===== src/rtl/fd_inst_queue_pkg.sv =====
// ============================================================================
// Module : fd_inst_queue_pkg
// Brief  : Shared constants and entry type for the fetch/decode queue.
// Rev    : 1.0  initial release
// ============================================================================
`default_nettype none

package fd_inst_queue_pkg;

   localparam logic [31:0] C_RESET_PC = 32'h0000_3000;
   localparam logic [4:0]  C_EXC_ADEL = 5'd4;

   typedef struct packed {
      logic [31:0] pc;
      logic [31:0] instr;
      logic        adel;
   } fdq_entry_t;

   function automatic logic [4:0] exccode_of(input logic adel);
      return adel ? C_EXC_ADEL : 5'd0;
   endfunction

endpackage

`default_nettype wire


===== src/rtl/fdq_store.sv =====
// ============================================================================
// Module : fdq_store
// Brief  : DEPTH-entry queue storage, one synchronous write port and one
//          asynchronous read port. Contents are deliberately not reset.
// Rev    : 1.0  initial release
// ============================================================================
`default_nettype none

module fdq_store
   import fd_inst_queue_pkg::*;
#(
   parameter int unsigned DEPTH = 4
)(
   input  logic                       clk,
   input  logic                       wr_en,
   input  logic [$clog2(DEPTH)-1:0]   wr_addr,
   input  fdq_entry_t                 wr_data,
   input  logic [$clog2(DEPTH)-1:0]   rd_addr,
   output fdq_entry_t                 rd_data
);

   fdq_entry_t r_mem [DEPTH];

   always_ff @(posedge clk) begin
      if (wr_en) begin
         r_mem[wr_addr] <= wr_data;
      end
   end

   assign rd_data = r_mem[rd_addr];

endmodule

`default_nettype wire


===== src/rtl/fd_inst_queue.sv =====
// ============================================================================
// Module : fd_inst_queue
// Brief  : Fetch-to-decode instruction queue with flush and AdEL tagging.
// Config : FDQ_BYPASS_EN - forward fetch word straight to decode when empty.
// Rev    : 1.0  initial release
// ============================================================================
`default_nettype none

module fd_inst_queue
   import fd_inst_queue_pkg::*;
#(
   parameter int unsigned DEPTH    = 4,
   parameter logic [31:0] RESET_PC = C_RESET_PC
)(
   input  logic                     clk,
   input  logic                     reset,
   input  logic                     f_valid,
   output logic                     f_ready,
   input  logic [31:0]              f_pc,
   input  logic [31:0]              f_instr,
   input  logic                     f_adel,
   input  logic                     flush,
   output logic                     d_valid,
   input  logic                     d_ready,
   output logic [31:0]              d_pc,
   output logic [31:0]              d_instr,
   output logic [4:0]               d_exccode,
   output logic [$clog2(DEPTH):0]   count
);

   localparam int unsigned         AW     = $clog2(DEPTH);
   localparam int unsigned         CW     = AW + 1;
   localparam logic [CW-1:0]       C_FULL = CW'(DEPTH);

   logic [AW-1:0]  r_wr_ptr;
   logic [AW-1:0]  r_rd_ptr;
   logic [CW-1:0]  r_count;

   logic           w_empty;
   logic           w_bypass;
   logic           w_push;
   logic           w_pop;
   fdq_entry_t     w_f_entry;
   fdq_entry_t     w_rd_entry;
   fdq_entry_t     w_head;

   assign w_f_entry = '{pc: f_pc, instr: f_instr, adel: f_adel};
   assign w_empty   = (r_count == '0);

`ifdef FDQ_BYPASS_EN
   assign w_bypass = w_empty && f_valid;
`else
   assign w_bypass = 1'b0;
`endif

   // Full stalls fetch even if decode drains this cycle: no pop-through.
   assign f_ready = (r_count != C_FULL);
   assign d_valid = !flush && (!w_empty || w_bypass);

   // A bypassed word consumed by decode is neither stored nor popped.
   assign w_push = f_valid && f_ready && !flush && !(w_bypass && d_ready);
   assign w_pop  = d_valid && d_ready && !w_bypass;

   assign w_head = w_bypass ? w_f_entry : w_rd_entry;

   assign d_pc      = d_valid ? w_head.pc : RESET_PC;
   assign d_instr   = (d_valid && !w_head.adel) ? w_head.instr : 32'd0;
   assign d_exccode = d_valid ? exccode_of(w_head.adel) : 5'd0;
   assign count     = r_count;

   always_ff @(posedge clk or negedge reset) begin
      if (!reset) begin
         r_wr_ptr <= '0;
         r_rd_ptr <= '0;
         r_count  <= '0;
      end else if (flush) begin
         r_wr_ptr <= '0;
         r_rd_ptr <= '0;
         r_count  <= '0;
      end else begin
         if (w_push) begin
            r_wr_ptr <= r_wr_ptr + AW'(1);
         end
         if (w_pop) begin
            r_rd_ptr <= r_rd_ptr + AW'(1);
         end
         case ({w_push, w_pop})
            2'b10:   r_count <= r_count + CW'(1);
            2'b01:   r_count <= r_count - CW'(1);
            default: r_count <= r_count;
         endcase
      end
   end

   fdq_store #(
      .DEPTH   (DEPTH)
   ) u_store (
      .clk     (clk),
      .wr_en   (w_push),
      .wr_addr (r_wr_ptr),
      .wr_data (w_f_entry),
      .rd_addr (r_rd_ptr),
      .rd_data (w_rd_entry)
   );

endmodule

`default_nettype wire


===== config.mk =====
export PLATFORM = sky130hd
export DESIGN_NAME = fd_inst_queue
export DESIGN_NICKNAME = d
export VERILOG_FILES = /design/src/rtl/fd_inst_queue_pkg.sv /design/src/rtl/fdq_store.sv /design/src/rtl/fd_inst_queue.sv
export SDC_FILE = /design/constraint.sdc
export NUM_CORES = 1
export LEC_CHECK = 0
export ABC_AREA = 1
export CAP_MARGIN = 20
export CORE_MARGIN = 1.5
export CORE_UTILIZATION = 35
export DETAILED_ROUTE_END_ITERATION = 16
export SLEW_MARGIN = 20
export SYNTH_ARGS = -nofsm -noshare
export SYNTH_HDL_FRONTEND = slang
export SYNTH_SLANG_ARGS = --single-unit

===== constraint.sdc =====
create_clock -name clk -period 9.5 [get_ports clk]
set_input_delay 1.9 -clock clk [delete_from_list [all_inputs] [get_ports clk]]
set_output_delay 1.9 -clock clk [all_outputs]
set_load 0.02 [all_outputs]

# == Word-level counts from Yosys, hierarchy flattened ==
# Memory sizes are Yosys's and may differ from the RTL's.
# Cells that the tools add are included.
# op_classes
addsub,4
eq_ne,3
mux,12
n_reduce_logical,12
# ops
operator,count
$mux 32,2
$mux 3,3
$mux 2,4
$pmux 3 s2,1
$logic_and 1x1->1,5
$add 2x1->2 const B,2
$reduce_bool 2->1,2
$add 3x1->3 const B,1
$logic_not 1->1,3
$logic_not 3->1,1
$ne 3x3->1 const B,1
$reduce_bool 3->1,1
$sub 3x1->3 const B,1
$eq 2x1->1 const B,1
$eq 2x2->1 const B,1
$mux 1,2
# word_totals
reg_bits,7
ram_bits,260
output_inout_bits,74
wordCells,35
memories,1
# mem_list
memory,depth,word_bits,rd,rd_ports_with_merged_regs,wr,line,rtl
u_store.r_mem,4,65,1,0,1,fdq_store.sv:22,fdq_entry_t r_mem [DEPTH];

# == Depth between registers and ports, before layout ==
# depth
depth_word,7
mapped_depth,12

# == Cells and area by module ==
# Synthesis repeated with hierarchy kept, for this count alone.
# hier_totals
cells_unflattened,1222
area_unflattened_um2,11952.7
# modules_own_cells
mod,instances,cells_each,area_each_um2,seq_area_each_um2
fdq_store,1,1027,10976.8,7807.5
fd_inst_queue,1,195,975.9,175.2

# == Least setup slack after synthesis ==
# OpenSTA, ideal clock, no wires.
# synth_timing
path_type,in2reg
start,input f_valid
end,"memory u_store.r_mem[0][0] (netlist bit), enable pin"
setup_ps,488
arrival_time_ps,4955
required_time_ps,9012
setup_slack_ps,4057
path_stages,4
path_cell_list,nand2_1 -> nor2_1 -> inv_1 -> nor2_1
# synth_via
elab_chain_cells,4
# synth_lines
element,line,rtl
"start, declared",fd_inst_queue.sv:17,"input logic f_valid,"
$logic_and 1x1->1 (2 in series),fd_inst_queue.sv:61,assign w_push = f_valid && f_ready && !flush && !(w_bypass && d_ready);
$mux 1,fdq_store.sv:25,if (wr_en) begin
$mux 1 (not written as such),fdq_store.sv:26,r_mem[wr_addr] <= wr_data;
"end, declared",fdq_store.sv:22,
# No other way between the ends.

# == Final worst setup path ==
# layout_timing
start,input flush
end,output d_pc[8]
# layout_via
elab_chain_cells,3
# layout_lines
element,line,rtl
"start, declared",fd_inst_queue.sv:22,"input logic flush,"
$logic_not 1->1,fd_inst_queue.sv:58,assign d_valid = !flush && (!w_empty || w_bypass);
$logic_and 1x1->1,fd_inst_queue.sv:58,
$mux 32,fd_inst_queue.sv:66,assign d_pc = d_valid ? w_head.pc : RESET_PC;
"end, declared",fd_inst_queue.sv:25,"output logic [31:0] d_pc,"
# No other way between the ends.

==> impl_metrics.tcl <==
set metrics [dict create \
    antenna_found_initial 2 \
    syn_to_final_growth_pct 24.8 \
    wirelength_um 23300 \
    yosys_warnings 0 \
    cts_resized 0 \
    timing.final.hold_violations 0 \
    io_buffers 139 \
    hp-start "count[0]$_DFFE_PN0P_" \
    final_common_cell "nor2_1" \
    insertion_delay_ns 0.54 \
    max-cap-violations 0 \
    cts_buffer_depth 3 \
    nets 1040 \
    holdPathStages 1 \
    slowest_delay_ns 0.63 \
    relSlewSlack_pct 28.6 \
    hpwl_um 12400 \
    power_mw 3.34 \
    ys_seq_area_share_pct 75.2 \
    drt_first_pass_iters 4 \
    die_w_um 177 \
    routedWlPerCell_um 16.9 \
    crit_fanout 23 \
    ys_types 23 \
    r2r_start "count[0]$_DFFE_PN0P_" \
    overflow 0 \
    finalCriticalPeriod_ns 5.88 \
    placementRows 63 \
    skew_ns 0.0125 \
    initial_utilization_pct 35.7 \
    min_to "count[0]$_DFFE_PN0P_" \
    cts-buffers-inserted 28 \
    ir_drop_mv 0.140 \
    async_flop_share_pct 2.62 \
    synthFlopType "edfxtp_1" \
    worst_slew_pin_slew_ns 1.07 \
    coreArea_mm2 0.0297 \
    htree_levels 1 \
    path_class "in -> out" \
    drt_iter0_drc 351 \
    vias 6566 \
    worstRegToRegCells 7 \
    netlist_instances 835 \
    cp_common_cell "clkdlybuf4s50_1" \
    grt_max_degree 83 \
    rsz0062_at_grt "false" \
    syn_area_mm2 0.0106 \
    p_per_area_mw_per_mm2 252 \
    setup_viol 0 \
    path_cells "clkdlybuf4s50_1 > inv_1 > nand2_1 > buf_4 > a21oi_1 > clkdlybuf4s50_1" \
    pin_count 144 \
    min_path_type "reg -> reg" \
    fin_crit_sh_pct 61.9 \
    grt_pass1_vias 6541 \
    slowest_stage "clkdlybuf4s50_1" \
    drive_gt1_share_pct 9.22 \
    drc_errors 0 \
    clk_pin_slew_ns 0.06 \
    clock.fmax_mhz 170 \
    grt_pass1_wl_um 36000 \
    post_cts_buffers 0 \
    worst_setup_path_start_kind "primary input" \
    cts_tree "built" \
    ys_ff_latch 267 \
    r2r-end "u_store.r_mem[3][41]$_DFFE_PP_" \
    via_per_inst 4.76 \
    reg2reg_slack_ns 6.91 \
    cts_hold_buf 0 \
    grtUsageTotal_pct 14.9 \
    required_ns 7.60 \
    gp_congestion 0.749 \
    drv_slew 0 \
    cp.arrival_ns 3.98 \
    leakage_nw 4.40 \
    synth_edf_count 260 \
    endpoint_kind "output port" \
    die_h_um 177 \
    final_cell_mix "nor2_1 (261), edfxtp_1 (260), clkdlybuf4s50_1 (139)" \
    postSynthAreaPerCell_um2 12.7 \
    design.die.area_mm2 0.0314 \
    setup_tns_ns 0 \
    clock_tree.root_cell "clkbuf_16" \
    clock_sinks 267 \
    outcome "finished clean" \
    antenna_left 0 \
]
==> layer usage <==
layer,vias to the layer above,share of wire [%],routed length (um),track usage [%]
li1,3204,-,-,-
met3,26,5.9,1380,3.20
met5,-,0.052,12,0
met4,2,1.5,360,3.85
met2,159,49,11400,25.7
met1,3175,44,10100,19.0
==> cells by family (layout without fill, tap and decap cells) <==
logic type               Yosys count  in the layout  synth area share [%]
AND/OR/NAND/NOR                  293            293                  10.4
flip-flops                       267            267                  75.2
AO/OA/AOI/OAI                    200            200                  10.7
XOR/XNOR                           1              1                0.0825
other                              1              5                0.0353
buffers and inverters             68            217                  2.97
adder cells (fa/ha/maj)            5              5                 0.660
==> stage by stage <==
| step | hold slack [ns] | worst slack (ns) | util, % | instances | area [um^2] |
|---|---|---|---|---|---|
| 6_report | 0.587 | 3.62 | 44.6 | 1378 | 13300 |
| 5_1_grt | 0.617 | 3.33 | 44.6 | 1377 | 13300 |
| 4_1_cts | 0.594 | 3.54 | 44.6 | 1377 | 13300 |
| 3_5_place_dp | 0.576 | 3.59 | 41.6 | 1325 | 12400 |
| 3_3_place_gp | 0.577 | 3.64 | 41.6 | 1325 | 12400 |
| 2_1_floorplan | 0.580 | 4.06 | - | 838 | 10600 |
==> Yosys cell counts, types with 2 or more instances <==
| cell type | n | area (um^2) |
|---|---|---|
| a21oi_1 | 33 | 165 |
| clkbuf_1 | 15 | 56.3 |
| a21oi_2 | 32 | 280 |
| o311ai_0 | 2 | 17.5 |
| nor2_1 | 265 | 995 |
| ha_1 | 4 | 50.1 |
| nand2_1 | 24 | 90.1 |
| buf_4 | 4 | 30.0 |
| edfxtp_1 | 260 | 7810 |
| o21ai_0 | 131 | 656 |
| buf_1 | 12 | 45.0 |
| buf_2 | 18 | 90.1 |
| nand3_1 | 3 | 15.0 |
| inv_1 | 15 | 56.3 |
| buf_6 | 3 | 33.8 |
| dfrtp_1 | 7 | 175 |
==> state kept, by name, indices dropped and copies added, names as in the netlist <==
name and count:
u_store.r_mem 260, count 3, r_rd_ptr 2, r_wr_ptr 2
==> power by group <==
part / internal [mW] / total [mW] / switching (mW) / leakage (nW)
clock network: 0.610 / 1.03 / 0.421 / 0.433
registers: 1.37 / 1.42 / 0.0488 / 2.45
logic: 0.320 / 0.895 / 0.575 / 1.52
==> cell type report <==
| class | instances | area, um^2 |
|---|---|---|
| multi-input cells | 503 | 2360 |
| fillers | 2674 | 16500 |
| inverters | 16 | 61.3 |
| diodes | 1 | 2.50 |
| clock inverters | 9 | 81.3 |
| repair buffers | 149 | 1470 |
| well taps | 390 | 488 |
| clock buffers | 43 | 807 |
| flip-flops and latches | 267 | 7990 |
==> worst max-delay path by stage <==
stage,startpoint,endpoint,slack [ns],cells past startpoint
4_1_cts,r_rd_ptr[0]$_DFFE_PN0P_,d_instr[23],3.54,5
3_3_place_gp,flush,d_pc[17],3.64,6
6_report,flush,d_pc[8],3.62,6
2_1_floorplan,f_valid,u_store.r_mem[0][0]$_DFFE_PP_,4.06,4
5_1_grt,r_rd_ptr[0]$_DFFE_PN0P_,d_pc[22],3.33,5
3_5_place_dp,flush,d_pc[10],3.59,6
==> worst max-delay path, delay by kind of cell <==
kind | cells | cell delay (ns)
AO/OA/AOI/OAI | 1 | 0.17
buffers and inverters | 4 | 1.59
AND/OR/NAND/NOR | 1 | 0.30
No activity file was read; power rests on OpenSTA's default activity.
